**src/rtl/adder_arbiter.sv**
```systemverilog
// Round-robin arbiter that time-shares one external B-bit adder among N requesters.
// Operands are latched on grant, and the result is returned with a one-cycle done pulse.
module adder_arbiter #(
  parameter int B  = 12,
  parameter int N  = 4,
  parameter int PW = 2
) (
  input  logic           clk,
  input  logic           rst,
  input  logic [N-1:0]   req,
  input  logic [N*B-1:0] a_in,
  input  logic [N*B-1:0] b_in,
  input  logic [N-1:0]   cin_in,
  output logic [N-1:0]   gnt,
  output logic [N-1:0]   done,
  output logic [B-1:0]   s_out,
  output logic           cout_out,
  output logic           busy,
  output logic [B-1:0]   add_a,
  output logic [B-1:0]   add_b,
  output logic           add_cin,
  input  logic [B-1:0]   add_s,
  input  logic           add_cout
);

  typedef enum logic [1:0] {IDLE, EXEC, DONE} state_t;

  state_t        state_reg;
  logic [PW-1:0] ptr_reg;
  logic [PW-1:0] owner_reg;
  logic [N-1:0]  gnt_reg;
  logic [N-1:0]  done_reg;
  logic [B-1:0]  s_reg;
  logic          cout_reg;
  logic [B-1:0]  a_reg;
  logic [B-1:0]  b_reg;
  logic          cin_reg;

  logic [PW-1:0] cand_idx [N];
  logic [B-1:0]  a_slice  [N];
  logic [B-1:0]  b_slice  [N];
  logic [PW-1:0] win_idx;
  logic          win_valid;
  logic [PW-1:0] ptr_next;

  // cand_idx[gi] is the requester examined at search offset gi from the pointer.
  genvar gi;
  generate
    for (gi = 0; gi < N; gi++) begin : g_cand
      logic [PW:0] sum;
      assign sum          = {1'b0, ptr_reg} + (PW+1)'(gi);
      assign cand_idx[gi] = (sum >= (PW+1)'(N)) ? PW'(sum - (PW+1)'(N)) : PW'(sum);
      assign a_slice[gi]  = a_in[gi*B +: B];
      assign b_slice[gi]  = b_in[gi*B +: B];
    end
  endgenerate

  // Scan from the farthest offset down so the nearest set request wins.
  always_comb begin
    win_valid = 1'b0;
    win_idx   = '0;
    for (int k = N - 1; k >= 0; k--) begin
      if (req[cand_idx[k]]) begin
        win_valid = 1'b1;
        win_idx   = cand_idx[k];
      end
    end
  end

  assign ptr_next = (owner_reg == PW'(N - 1)) ? '0 : owner_reg + PW'(1);

  always_ff @(posedge clk) begin
    if (rst) begin
      state_reg <= IDLE;
      ptr_reg   <= '0;
      owner_reg <= '0;
      gnt_reg   <= '0;
      done_reg  <= '0;
      s_reg     <= '0;
      cout_reg  <= 1'b0;
      a_reg     <= '0;
      b_reg     <= '0;
      cin_reg   <= 1'b0;
    end else begin
      case (state_reg)
        IDLE: begin
          if (win_valid) begin
            a_reg     <= a_slice[win_idx];
            b_reg     <= b_slice[win_idx];
            cin_reg   <= cin_in[win_idx];
            gnt_reg   <= N'(1) << win_idx;
            owner_reg <= win_idx;
            state_reg <= EXEC;
          end
        end
        EXEC: begin
          s_reg     <= add_s;
          cout_reg  <= add_cout;
          done_reg  <= gnt_reg;
          state_reg <= DONE;
        end
        DONE: begin
          done_reg  <= '0;
          gnt_reg   <= '0;
          ptr_reg   <= ptr_next;
          state_reg <= IDLE;
        end
        default: state_reg <= IDLE;
      endcase
    end
  end

  assign gnt      = gnt_reg;
  assign done     = done_reg;
  assign s_out    = s_reg;
  assign cout_out = cout_reg;
  assign busy     = (state_reg != IDLE);
  assign add_a    = a_reg;
  assign add_b    = b_reg;
  assign add_cin  = cin_reg;

endmodule
```
**config.mk**
```make
export PLATFORM = sky130hd
export DESIGN_NAME = adder_arbiter
export DESIGN_NICKNAME = d
export VERILOG_FILES = /design/src/rtl/adder_arbiter.sv
export SDC_FILE = /design/constraint.sdc
export NUM_CORES = 1
export LEC_CHECK = 0
export BUFFER_PORTS_ARGS = -buffer_cell sky130_fd_sc_hd__buf_4
export CAP_MARGIN = 0
export CORE_MARGIN = 1
export CORE_UTILIZATION = 40
export DETAILED_ROUTE_END_ITERATION = 16
export PLACE_DENSITY = 0.74
export SYNTH_ARGS = -nofsm -noshare
export SYNTH_HDL_FRONTEND = slang
export SYNTH_SLANG_ARGS = --single-unit
```
**constraint.sdc**
```tcl
create_clock -name clk -period 4.3 [get_ports clk]
set_input_delay 0.86 -clock clk [delete_from_list [all_inputs] [get_ports clk]]
set_output_delay 0.86 -clock clk [all_outputs]
set_load 0.01 [all_outputs]
```
== Word level (Yosys, flattened, before mapping) ==
Cells that the tools add are included.

* Output and inout port bits: 47
* Flip-flop bits (word level): 52
* Word-level logic and storage cells: 74
* Input bits: 119

* Add/subtract/negate cells: 8
* Multiplexer cells: 34
* Bitwise gates (word level): 1
* Equality and inequality tests: 4
* Shift-type cells: 1
* Magnitude comparators: 10
* Reduce and logical (&&, ||, !) cells: 6

{| class="wikitable"
|+ Operator list
! kind !! number
|-
| binary-select mux 12 bit (select 2 bit) || 2
|-
| two-way mux 12 bit || 4
|-
| two-way mux 2 bit || 10
|-
| one-hot mux 4 bit (2 select lines) || 2
|-
| less-than comparator 2 x 3 -> 1 bit (second input constant) || 5
|-
| >= comparator 3 bit (second input constant) || 4
|-
| binary-select mux 1 bit (select 2 bit) || 5
|-
| two-way mux 1 bit || 9
|-
| subtractor 2 x 1 -> 2 bit (second input constant) || 4
|-
| adder 2 x 2 -> 3 bit (second input constant) || 2
|-
| nonzero test 2 bit || 3
|-
| == test 2 bit (second input constant) || 2
|-
| two-way mux 4 bit || 1
|-
| one-hot mux 2 bit (2 select lines) || 1
|-
| AND reduction 2 bit || 2
|-
| << shifter 1 x 2 -> 4 bit (first input constant) || 1
|-
| adder 2 x 1 -> 3 bit (second input constant) || 1
|-
| >= comparator 2 x 3 -> 1 bit (second input constant) || 1
|-
| NOT 2 -> 3 bit || 1
|-
| adder 2 x 1 -> 2 bit (second input constant) || 1
|-
| == test 2 x 1 -> 1 bit (second input constant) || 1
|-
| zero test 2 bit || 1
|-
| inequality test 2 bit (second input constant) || 1
|}

== Depth between registers and ports, before layout ==
Gate-level depths: netlist of the first run.

* Word-level depth: 13
* Depth in mapped cells: 9
* Depth with buffers taken out: 7

== Least setup slack after synthesis of the first run ==
Ideal clock, no wire load.

* Path type: input -> register
* From: input req[0]
* To: register a_reg[3] (netlist: add_a[3])
* Setup time: 0.123 ns
* Data required time: 4.177 ns
* Setup slack: 2.215 ns
* Path buffers: 3
* Cell stages on the path: 7
* Data arrival time: 1.962 ns
* Cell sequence: buf_4 > o41a_1 > buf_2 > buf_6 > o21bai_1 > or2_1 > o22ai_1

* Word-level cells in the longest chain between the ends: 10
* Elaborated cells between the ends (all ways): 21
* Those cells by class: 19 x mux; 1 x bitwise; 1 x reduce/logical

{| class="wikitable"
|+ RTL lines
! element !! line !! RTL
|-
| start: declaration || 10 || <nowiki>input logic [N-1:0] req,</nowiki>
|-
| binary-select mux 1 bit (select 2 bit) || 63 || <nowiki>if (req[cand_idx[k]]) begin</nowiki>
|-
| two-way mux 1 bit (not written as such) || 63 ||
|-
| two-way mux 2 bit (4 in a row) || 63 ||
|-
| NOT 2 -> 3 bit (not written as such) || 88 || <nowiki>a_reg <= a_slice[win_idx];</nowiki>
|-
| binary-select mux 12 bit (select 2 bit) || 88 ||
|-
| two-way mux 12 bit (not written as such) (2 in a row) || 88 ||
|-
| end signal: assignment || 88 ||
|-
| end: declaration || 35 || <nowiki>logic [B-1:0] a_reg;</nowiki>
|}

Parallel ways exist; a longest one is shown, timed or not. The select of a mux whose other input is x is not followed.
A chain may end at the register's enable or synchronous reset.

== Worst setup path in the final report of the first run ==
* From: input req[2]
* To: register b_reg[2] (netlist: add_b[2])

* Word-level cells in the longest chain between the ends: 10
* Elaborated cells between the ends (all ways): 21
* Those cells by class: 19 x mux; 1 x bitwise; 1 x reduce/logical

{| class="wikitable"
|+ RTL lines
! element !! line !! RTL
|-
| binary-select mux 1 bit (select 2 bit) || 63 ||
|-
| two-way mux 1 bit (not written as such) || 63 ||
|-
| two-way mux 2 bit (4 in a row) || 63 ||
|-
| NOT 2 -> 3 bit (not written as such) || 89 || <nowiki>b_reg <= b_slice[win_idx];</nowiki>
|-
| binary-select mux 12 bit (select 2 bit) || 89 ||
|-
| two-way mux 12 bit (not written as such) (2 in a row) || 89 ||
|-
| end signal: assignment || 89 ||
|-
| end: declaration || 36 || <nowiki>logic [B-1:0] b_reg;</nowiki>
|}

Parallel ways exist; a longest one is shown, timed or not. The select of a mux whose other input is x is not followed.

==> metrics, run 1 <==
run status complete, no violations; clk root buf clkbuf_8; antenna-violating nets left 0; number of top-level pins 166; clock latency on the worst-skew pair 0.31 ns; fraction of layout cells with a size suffix above 1 0.398; async set or reset register ratio after synthesis 0; IR Drop Worst-Case VDD between 200 and 250 uV; number of global-route vias before repair 2916; Crit Path Class input pin to register; count of state elements after synthesis 52; Relative slew margins 0.219; most common cell after layout, fill and taps aside buf_4; critical path data required time 4.50 ns; leading post-synthesis cells by cell area dfxtp_1, mux2i_1, nor2_1; fillers 634; measured slew at the worst slew-check pin ~1.2 ns; Area Growth Syn to Fin 43.1%; count of warnings emitted by yosys 0; Synth top area share 0.346; hold slack final 0.472 ns; path type of the worst min-delay path register to register; total count of hold-check failures in the final report 0; utilization after layout 0.594; global-route usage over all layers 0.216; area of the core 7250 um^2; Vias per Instance 5.28; total of cells resized after clock tree synthesis 0; RePlAce Congestion between 0.7 and 0.8; kind of start point of the critical path input pin; CTS tree yes; final wirelength ~9 mm; mean cell area of the mapped netlist 8.75 um^2; n_diodes 0; total number of H-tree levels 2; wire length per cell 15.3 um; final number of setup-violating endpoints 0; start point of the critical path req[2]; number of core rows 31; wire length of the first global-routing pass 13.2 mm; port buffer count about 170; synthesized instance count 344; Post-synth EDFFs 0; worst reg2reg startpoint ptr_reg[1]; effective utilization at floorplan 0.415; die outline height 88.7 um; launch instance of the worst min-delay path owner_reg[1]; maximum fanout encountered on the critical timing path 14; P_leak roughly 2.0 nW; # DRC 0; post-CTS clock slew at the launch and capture registers of the worst setup and hold paths 0.10 ns; synthesized area around 3000 um^2; worst endpoint data arrival time between 2 and 3 ns; Fmax achieved 0.407 GHz; initial antenna violation count 0; minimum period implied by the final worst setup slack 2.46 ns; iteration count of the initial detailed-routing pass 4; Netlist cell types 40; prevailing post-synth register cell dfxtp_1; Worst Skew 0.00671 ns; clock sink count 52; sequential-to-total area share from yosys stat 0.346; fraction of the cycle the final worst path needs 0.572; non-filler instance count after layout 591; final slew viol count 0; buffers inserted by post-CTS timing repair 0; minimum setup slack in the final design 1.84 ns; pin count of the biggest net entering global routing 53; power density normalized to cell area 326 nW/um^2; CTS max path bufs 2; setup repair after global routing missed its margin false; placed insts 583; Max Cap Viol 0; number of violations reported at the end of detailed-routing iteration 0 107; Total Die Area roughly 7900 um^2; syn_nets about 470; Synth area leader dfxtp_1; commonest cells after routing, fill and taps aside buf_4, nor2_1, dfxtp_1; die width 88.7 um; total grt overflow 0; setup slack after placement 1.50 ns; total of hold buffers inserted after clock tree synthesis 0; total number of vias 3121; post-DP HPWL 6.58 mm; Worst setup EP type register; Num CTS Buffers 5; final net count ~620; setup TNS 0 ns
worst max-delay path: stages:
cell and delay (ns):
buf_4 0.15, mux2i_1 0.13, nor2_1 0.08, nor3_4 0.66
buf_4 0.41, mux2i_1 0.24, o21ai_0 0.11
logic make-up after synthesis:
kind of cell	share of synthesized area
AOI/OAI and AO/OA	0.235
muxes	0.136
buffers and inverters	0.0723
adders and majority gates	0.0249
and+or+nand+nor	0.186
DFF	0.346
report_power, final:
part | leakage [nW] | total, mW | internal, mW | switching, mW
clock | 0.0552 | 0.338 | 0.173 | 0.165
sequential | 0.429 | 0.573 | 0.539 | 0.0339
combinational | 1.49 | 0.492 | 0.255 | 0.238
cell usage after synthesis, types with 3 or more instances:
| cell type | n |
|---|---|
| nor2_1 | 57 |
| dfxtp_1 | 52 |
| mux2i_1 | 41 |
| nand2_1 | 35 |
| a221o_1 | 15 |
| o21bai_1 | 12 |
| o22ai_1 | 12 |
| a21oi_1 | 11 |
| a221oi_2 | 9 |
| o21ai_1 | 9 |
| buf_6 | 8 |
| o21ai_0 | 8 |
| buf_4 | 7 |
| nand2b_1 | 7 |
| or2_2 | 7 |
| buf_2 | 6 |
| ha_1 | 6 |
| inv_1 | 6 |
| a22oi_1 | 4 |
| clkbuf_1 | 4 |
| nand3b_1 | 4 |
| or2_1 | 3 |
final cells by class:
class	instances	area, um^2	share of cell area
Sequential cell	52	1040	0.242
Clock inverter	2	35.0	0.00814
Timing Repair Buffer	167	1250	0.291
Inverter	6	22.5	0.00523
Tap cell	99	124	0.0288
Clock buffer	6	72.6	0.0169
Multi-Input combinational cell	259	1760	0.408
layer usage:
| metal | global-route usage | share of wire | up-vias |
|---|---|---|---|
| li1 | - | - | 1511 |
| met1 | 0.240 | 0.41 | 1448 |
| met2 | 0.403 | 0.48 | 148 |
| met3 | 0.0625 | 0.097 | 14 |
| met4 | 0.0499 | 0.015 | 0 |
| met5 | 0 | 0 | - |
per-stage QoR:
step	power [mW]	cell area [um^2]
5_1_grt	1.48	4310
3_5_place_dp	1.08	4200
2_1_floorplan	0.867	3010
6_report	1.40	4310
3_3_place_gp	1.07	4200
4_1_cts	1.41	4310
final timing paths:
path	to	slack, ns	cells after the start
max	add_b[2]	1.84	7
min	owner_reg[1]	0.47	2
max reg2reg	add_b[2]	1.86	6
min reg2reg	owner_reg[1]	0.47	2
(Power assumes the default switching activity.)
==> run 2: changes to the inputs <==
--- a/config.mk
+++ b/config.mk
@@ -5,12 +5,13 @@
 export SDC_FILE = /design/constraint.sdc
 export NUM_CORES = 1
 export LEC_CHECK = 0
+export ABC_AREA = 1
 export BUFFER_PORTS_ARGS = -buffer_cell sky130_fd_sc_hd__buf_4
 export CAP_MARGIN = 0
 export CORE_MARGIN = 1
 export CORE_UTILIZATION = 40
 export DETAILED_ROUTE_END_ITERATION = 16
-export PLACE_DENSITY = 0.74
+export PLACE_DENSITY = 0.76
 export SYNTH_ARGS = -nofsm -noshare
 export SYNTH_HDL_FRONTEND = slang
 export SYNTH_SLANG_ARGS = --single-unit
==> constraint.sdc (replaced) <==
create_clock -name clk -period 2.2 [get_ports clk]
set_input_delay 0.44 -clock clk [delete_from_list [all_inputs] [get_ports clk]]
set_output_delay 0.44 -clock clk [all_outputs]
set_load 0.01 [all_outputs]
==> metrics, run 2 <==
RePlAce Congestion 0.932 (+20%); Area Growth Syn to Fin 45.3%; sequential-to-total area share from yosys stat 0.327 (-0.0185); iteration count of the initial detailed-routing pass 4 (unchanged); global-route usage over all layers 0.226 (+0.0105); fillers 752 (+19%); pin count of the biggest net entering global routing 45 (-15%); CTS tree yes; setup slack after placement 0.165 ns (-1.34 ns); wire length per cell 12.0 um (-22%); Max Cap Viol 0 (unchanged); post-CTS clock slew at the launch and capture registers of the worst setup and hold paths 0.09 ns (about the same); total number of H-tree levels 2 (unchanged); setup TNS 0 ns (unchanged); path type of the worst min-delay path input pin to register; library cell with the highest instance count after synthesis nand2_1; total of hold buffers inserted after clock tree synthesis 0 (unchanged); utilization after layout 0.601 (+0.00717); net switching power figure 1.78 mW (+310%); clock sink count 52 (unchanged); # DRC 0 (unchanged); measured slew at the worst slew-check pin 0.407 ns (-0.765 ns); fraction of layout cells with a size suffix above 1 0.283 (-0.115); synthesized area 3180 um^2 (+5.7%); P_leak 2.58 nW (+31%); leading post-synthesis cells by cell area dfxtp_1, nand2_1, nand3_1; die outline height 91.2 um (+2.7%); synthesized instance count 528 (+53%); launch instance of the worst min-delay path rst; Comb power frac 0.521 (+0.170); Synth area leader dfxtp_1; IR Drop Worst-Case VDD 473 uV (+140%); Post-synth EDFFs 0 (unchanged); mean cell area of the mapped netlist 6.02 um^2 (-31%); Total Die Area 8310 um^2 (+5.5%); number of global-route vias before repair 3540 (+21%); total count of hold-check failures in the final report 0 (unchanged); power density normalized to cell area 944 nW/um^2 (+190%); Vias per Instance 4.78 (-9.4%); Net Sw Frac 0.408 (+0.0969); Fmax achieved 0.503 GHz; number of violations reported at the end of detailed-routing iteration 0 201 (+88%); worst endpoint data arrival time 2.19 ns (-0.46 ns); Num CTS Buffers 5 (unchanged); internal power 2.58 mW (+170%); post-DP HPWL 7.00 mm (+6.4%); initial antenna violation count 0 (unchanged); commonest cells after routing, fill and taps aside buf_4, nand2_1, nand3_1; effective utilization at floorplan 0.414 (-0.00130); CTS max path bufs 2 (unchanged); n_diodes 0 (unchanged); Crit Path Class register to register; port buffer count 165 (unchanged); critical path data required time 2.40 ns (-2.10 ns); Clock Power Share 0.174 (-0.067); power share of the sequential group 0.305 (-0.103); number of top-level pins 166 (unchanged); top post-synthesis cells by count nand2_1, nand3_1, nor2_1; antenna-violating nets left 0 (unchanged); number of core rows 32 (+3.2%); final wirelength 9.38 mm (+3.7%); count of state elements after synthesis 52 (unchanged); count of warnings emitted by yosys 0 (unchanged); non-filler instance count after layout 784 (+33%); placed insts 777 (+33%); fraction of the cycle the final worst path needs 0.905; maximum fanout encountered on the critical timing path 26 (+12); setup repair after global routing missed its margin false; area of the core 7690 um^2 (+6.0%); final slew viol count 0 (unchanged); kind of start point of the critical path register; total grt overflow 0 (unchanged); most common cell after layout, fill and taps aside buf_4; run status complete, no violations; clock latency on the worst-skew pair 0.30 ns (about the same); die width 91.2 um (+2.7%); Worst setup EP type register; minimum setup slack in the final design 0.210 ns (-1.63 ns); minimum period implied by the final worst setup slack 1.99 ns; final net count 807 (+31%); final number of setup-violating endpoints 0 (unchanged); worst reg2reg startpoint ptr_reg[0]; syn_nets 653 (+39%); wire length of the first global-routing pass 15.5 mm (+18%); Relative slew margins 0.726 (+0.507); async set or reset register ratio after synthesis 0 (unchanged); Worst Skew 0.00537 ns (-0.00134 ns); final total power 4.36 mW (+210%); start point of the critical path ptr_reg[0]; Netlist cell types 27 (-33%); prevailing post-synth register cell dfxtp_1; clk root buf clkbuf_8; Synth top area share 0.327 (-0.0185); total number of vias 3749 (+20%)
==> run 2: through the flow <==
stage                     hold WS (ns)  area (um^2)
final                            0.351         4620
after global placement           0.457         4480
after floorplan                  0.488         3180
after detailed placement         0.459         4480
after global routing             0.351         4620
after CTS                        0.348         4610
==> run 2: final timing paths <==
kind	to	slack, ns	depth (start not counted)
worst max-delay path	add_b[11]	0.21	14
worst min-delay path	done[2]	0.35	2
worst max register to register	add_b[11]	0.21	14
worst min register to register	done[0]	0.47	2
==> run 2: layout make-up <==
type,count,area [um^2],share of cell area
Clock buffer,5,68.8,0.0149
Multi-Input combinational cell,378,1730,0.374
Timing Repair Buffer,176,1330,0.289
Inverter,69,262,0.0566
Sequential cell,52,1040,0.225
Tap cell,102,128,0.0276
Clock inverter,2,60.1,0.0130
==> run 2: logic make-up after synthesis <==
| group | share of synthesized area |
|---|---|
| flops | 0.327 |
| compound gates | 0.0976 |
| buf+inv | 0.132 |
| simple gates | 0.420 |
| fa+ha+maj | 0.0236 |
==> run 2: layer usage <==
metal | GRT usage | vias to the layer above | part of all wire
met4 | 0.0675 | 0 | 0.017
met3 | 0.0670 | 17 | 0.087
met1 | 0.262 | 1626 | 0.40
met2 | 0.401 | 155 | 0.49
met5 | 0 | - | 0
li1 | - | 1951 | -
==> run 2: worst max-delay path, stage by stage (launching register included) <==
cell	delay [ns]
dfxtp_1	0.34
buf_4	0.17
nand2_1	0.06
nand2_1	0.08
nand2_1	0.11
nand2_2	0.08
nor2_4	0.15
nor2_1	0.08
nand2_4	0.08
buf_4	0.30
nand3_1	0.13
nand3_1	0.11
nand2_1	0.05
nor2_1	0.10
nor2_1	0.04
==> run 2: repair_timing <==
action                                  in CTS  in global routing
setup buffers                                0                  0
resized for setup                            0                  3
endpoints found under the setup margin       0                 15
==> run 2: power groups by stage <==
| stage | Sequential, mW | Clock, mW | Combinational, mW |
|---|---|---|---|
| CTS | 1.33 | 0.772 | 2.26 |
| floorplan | 1.43 | 0 | 1.36 |
| global route | 1.36 | 0.812 | 2.56 |
| global placement | 1.34 | 0 | 2.22 |
| detailed placement | 1.35 | 0 | 2.25 |
| finish | 1.33 | 0.758 | 2.27 |
==> run 3: changes to the inputs <==
--- a/config.mk
+++ b/config.mk
@@ -5,13 +5,13 @@
 export SDC_FILE = /design/constraint.sdc
 export NUM_CORES = 1
 export LEC_CHECK = 0
-export ABC_AREA = 1
+export ABC_AREA = 0
 export BUFFER_PORTS_ARGS = -buffer_cell sky130_fd_sc_hd__buf_4
 export CAP_MARGIN = 0
 export CORE_MARGIN = 1
 export CORE_UTILIZATION = 40
 export DETAILED_ROUTE_END_ITERATION = 16
-export PLACE_DENSITY = 0.76
+export PLACE_DENSITY = 0.77
 export SYNTH_ARGS = -nofsm -noshare
 export SYNTH_HDL_FRONTEND = slang
 export SYNTH_SLANG_ARGS = --single-unit
==> metrics, run 3 (synthesis results as in run 1) <==
minimum period implied by the final worst setup slack 1.93 ns (-0.0619 ns); measured slew at the worst slew-check pin 0.812 ns (+0.404 ns); wire length per cell 15.0 um (+26%); minimum setup slack in the final design 0.272 ns (+0.0619 ns); antenna-violating nets left 0 (unchanged); Cells on Worst Hold Path 3 (+1); area of the core 7250 um^2 (-5.6%); Vias per Instance 5.16 (+8.0%); register-to-register setup slack 0.27 ns (+0.06 ns); RePlAce Congestion 0.796 (-15%); Worst Reg2Reg Path Length in Cells 4 (-10); most common cell after layout, fill and taps aside buf_4; clock sink count 52 (unchanged); total grt overflow 0 (unchanged); initial antenna violation count 0 (unchanged); final net count 621 (-23%); Net Sw Frac 0.319 (-0.0886); post-DP HPWL 6.58 mm (-6.0%); final slew viol count 0 (unchanged); Relative slew margins 0.457 (-0.268); P_leak 2.00 nW (-23%); total number of H-tree levels 2 (unchanged); fraction of the cycle the final worst path needs 0.876 (-0.0281); Total Die Area 7870 um^2 (-5.2%); kind of start point of the critical path register; wire length of the first global-routing pass 13.3 mm (-14%); Area Growth Syn to Fin 44.4%; IR Drop Worst-Case VDD 387 uV (-18%); global-route usage over all layers 0.219 (-0.00701); power share of the sequential group 0.418 (+0.113); setup repair after global routing missed its margin false; die width 88.7 um (-2.6%); clk root buf clkbuf_8; net switching power figure 0.854 mW (-52%); maximum fanout encountered on the critical timing path 13 (-50%); number of core rows 31 (-3.1%); effective utilization at floorplan 0.415 (+0.00130); Worst setup EP type register; Crit Path Class register to register; number of top-level pins 166 (unchanged); total of cells resized after clock tree synthesis 0 (unchanged); Hold EP s_out[5]; post-CTS clock slew at the launch and capture registers of the worst setup and hold paths 0.10 ns (about the same); buffers inserted by post-CTS timing repair 0 (unchanged); iteration count of the initial detailed-routing pass 4 (unchanged); n_diodes 0 (unchanged); worst reg2reg startpoint ptr_reg[1]; wire length on met2 4.35 mm (-6.2%); launch instance of the worst min-delay path add_s[5]; routed metal-1 wirelength 3.64 mm (-3.3%); number of violations reported at the end of detailed-routing iteration 0 110 (-45%); setup TNS 0 ns (unchanged); commonest cells after routing, fill and taps aside buf_4, nor2_1, dfxtp_1; pin count of the biggest net entering global routing 53 (+18%); Max Cap Viol 0 (unchanged); met3 WL post-DR 799 um (-2.4%); worst reg2reg endpoint add_b[1]; worst endpoint data arrival time 2.11 ns (-0.08 ns); fraction of layout cells with a size suffix above 1 0.406 (+0.123); top metal layer carrying routed signals met4; clock latency on the worst-skew pair 0.31 ns (about the same); CTS max path bufs 2 (unchanged); final wirelength 8.95 mm (-4.6%); total count of hold-check failures in the final report 0 (unchanged); # DRC 0 (unchanged); hold slack final 0.361 ns (+0.0104 ns); Worst Skew 0.00718 ns (+0.00181 ns); setup slack after placement 0.136 ns (-0.0288 ns); run status complete, no violations; port buffer count 165 (unchanged); Num CTS Buffers 5 (unchanged); total number of vias 3077 (-18%); path type of the worst min-delay path input pin to register; Fmax achieved 0.519 GHz (+3.2%); Comb power frac 0.365 (-0.156); internal power 1.82 mW (-29%); die outline height 88.7 um (-2.6%); Clock Power Share 0.218 (+0.044); number of global-route vias before repair 2877 (-19%); power density normalized to cell area 616 nW/um^2 (-35%); total of hold buffers inserted after clock tree synthesis 0 (unchanged); CTS tree yes; final number of setup-violating endpoints 0 (unchanged); critical path data required time 2.39 ns (about the same)
-- run 3: changes by cell type in the layout (fill, tap and decap cells not counted), sizes merged, moves of 21 or more --
cell	change
nand2	-109
nand3	-86
inv	-62
mux2i	+41
o21ai	-28
nor2	-21
-- run 3: final cells by class --
| class | instances | area, um^2 |
|---|---|---|
| sequential | 52 | 1040 |
| clock buffer | 6 | 82.6 |
| multi-input combinational | 259 | 1760 |
| timing repair buffer | 172 | 1300 |
| inverter | 6 | 22.5 |
| fill | 641 | 2910 |
| clock inverter | 2 | 15.0 |
| tap | 99 | 124 |
-- run 3: worst max path at each step --
| stage | start | to | slack (ns) | cells after the start |
|---|---|---|---|---|
| 3_3_place_gp | req[0] | add_b[1] | 0.14 | 6 |
| 5_1_grt | ptr_reg[1] | add_b[1] | 0.12 | 5 |
| 6_report | ptr_reg[1] | add_b[1] | 0.27 | 4 |
| 4_1_cts | ptr_reg[1] | add_b[1] | 0.22 | 4 |
| 2_1_floorplan | req[0] | add_a[3] | 0.53 | 7 |
| 3_5_place_dp | req[0] | add_b[1] | 0.14 | 6 |
-- run 3: critical path: stages (launching register included) --
cell and delay (ns):
dfxtp_1 0.59, o22ai_1 0.14, a31o_1 0.46, a221oi_1 0.49, o22ai_1 0.12
-- run 3: metal layers --
metal / up-vias / track usage
met5: - / 0
met2: 141 / 0.385
li1: 1535 / -
met3: 13 / 0.0597
met1: 1388 / 0.252
met4: 0 / 0.0880
-- run 3: power groups by stage --
| stage | sequential [mW] | clock, mW | combinational (mW) |
|---|---|---|---|
| final | 1.12 | 0.582 | 0.976 |
| after global routing | 1.13 | 0.637 | 1.07 |
| after CTS | 1.12 | 0.598 | 0.984 |
| after detailed placement | 1.14 | 0 | 0.982 |
| after global placement | 1.13 | 0 | 0.963 |
| after floorplan | 1.18 | 0 | 0.514 |
-- run 3: stage by stage --
stage / std cells / instance area [um^2] / power (mW) / utilization
final: 596 / 4350 / 2.67 / 0.599
after floorplan: 344 / 3010 / 1.69 / -
after detailed placement: 588 / 4250 / 2.12 / 0.586
after global routing: 596 / 4350 / 2.84 / 0.599
after global placement: 588 / 4250 / 2.10 / 0.586
after CTS: 596 / 4350 / 2.70 / 0.599
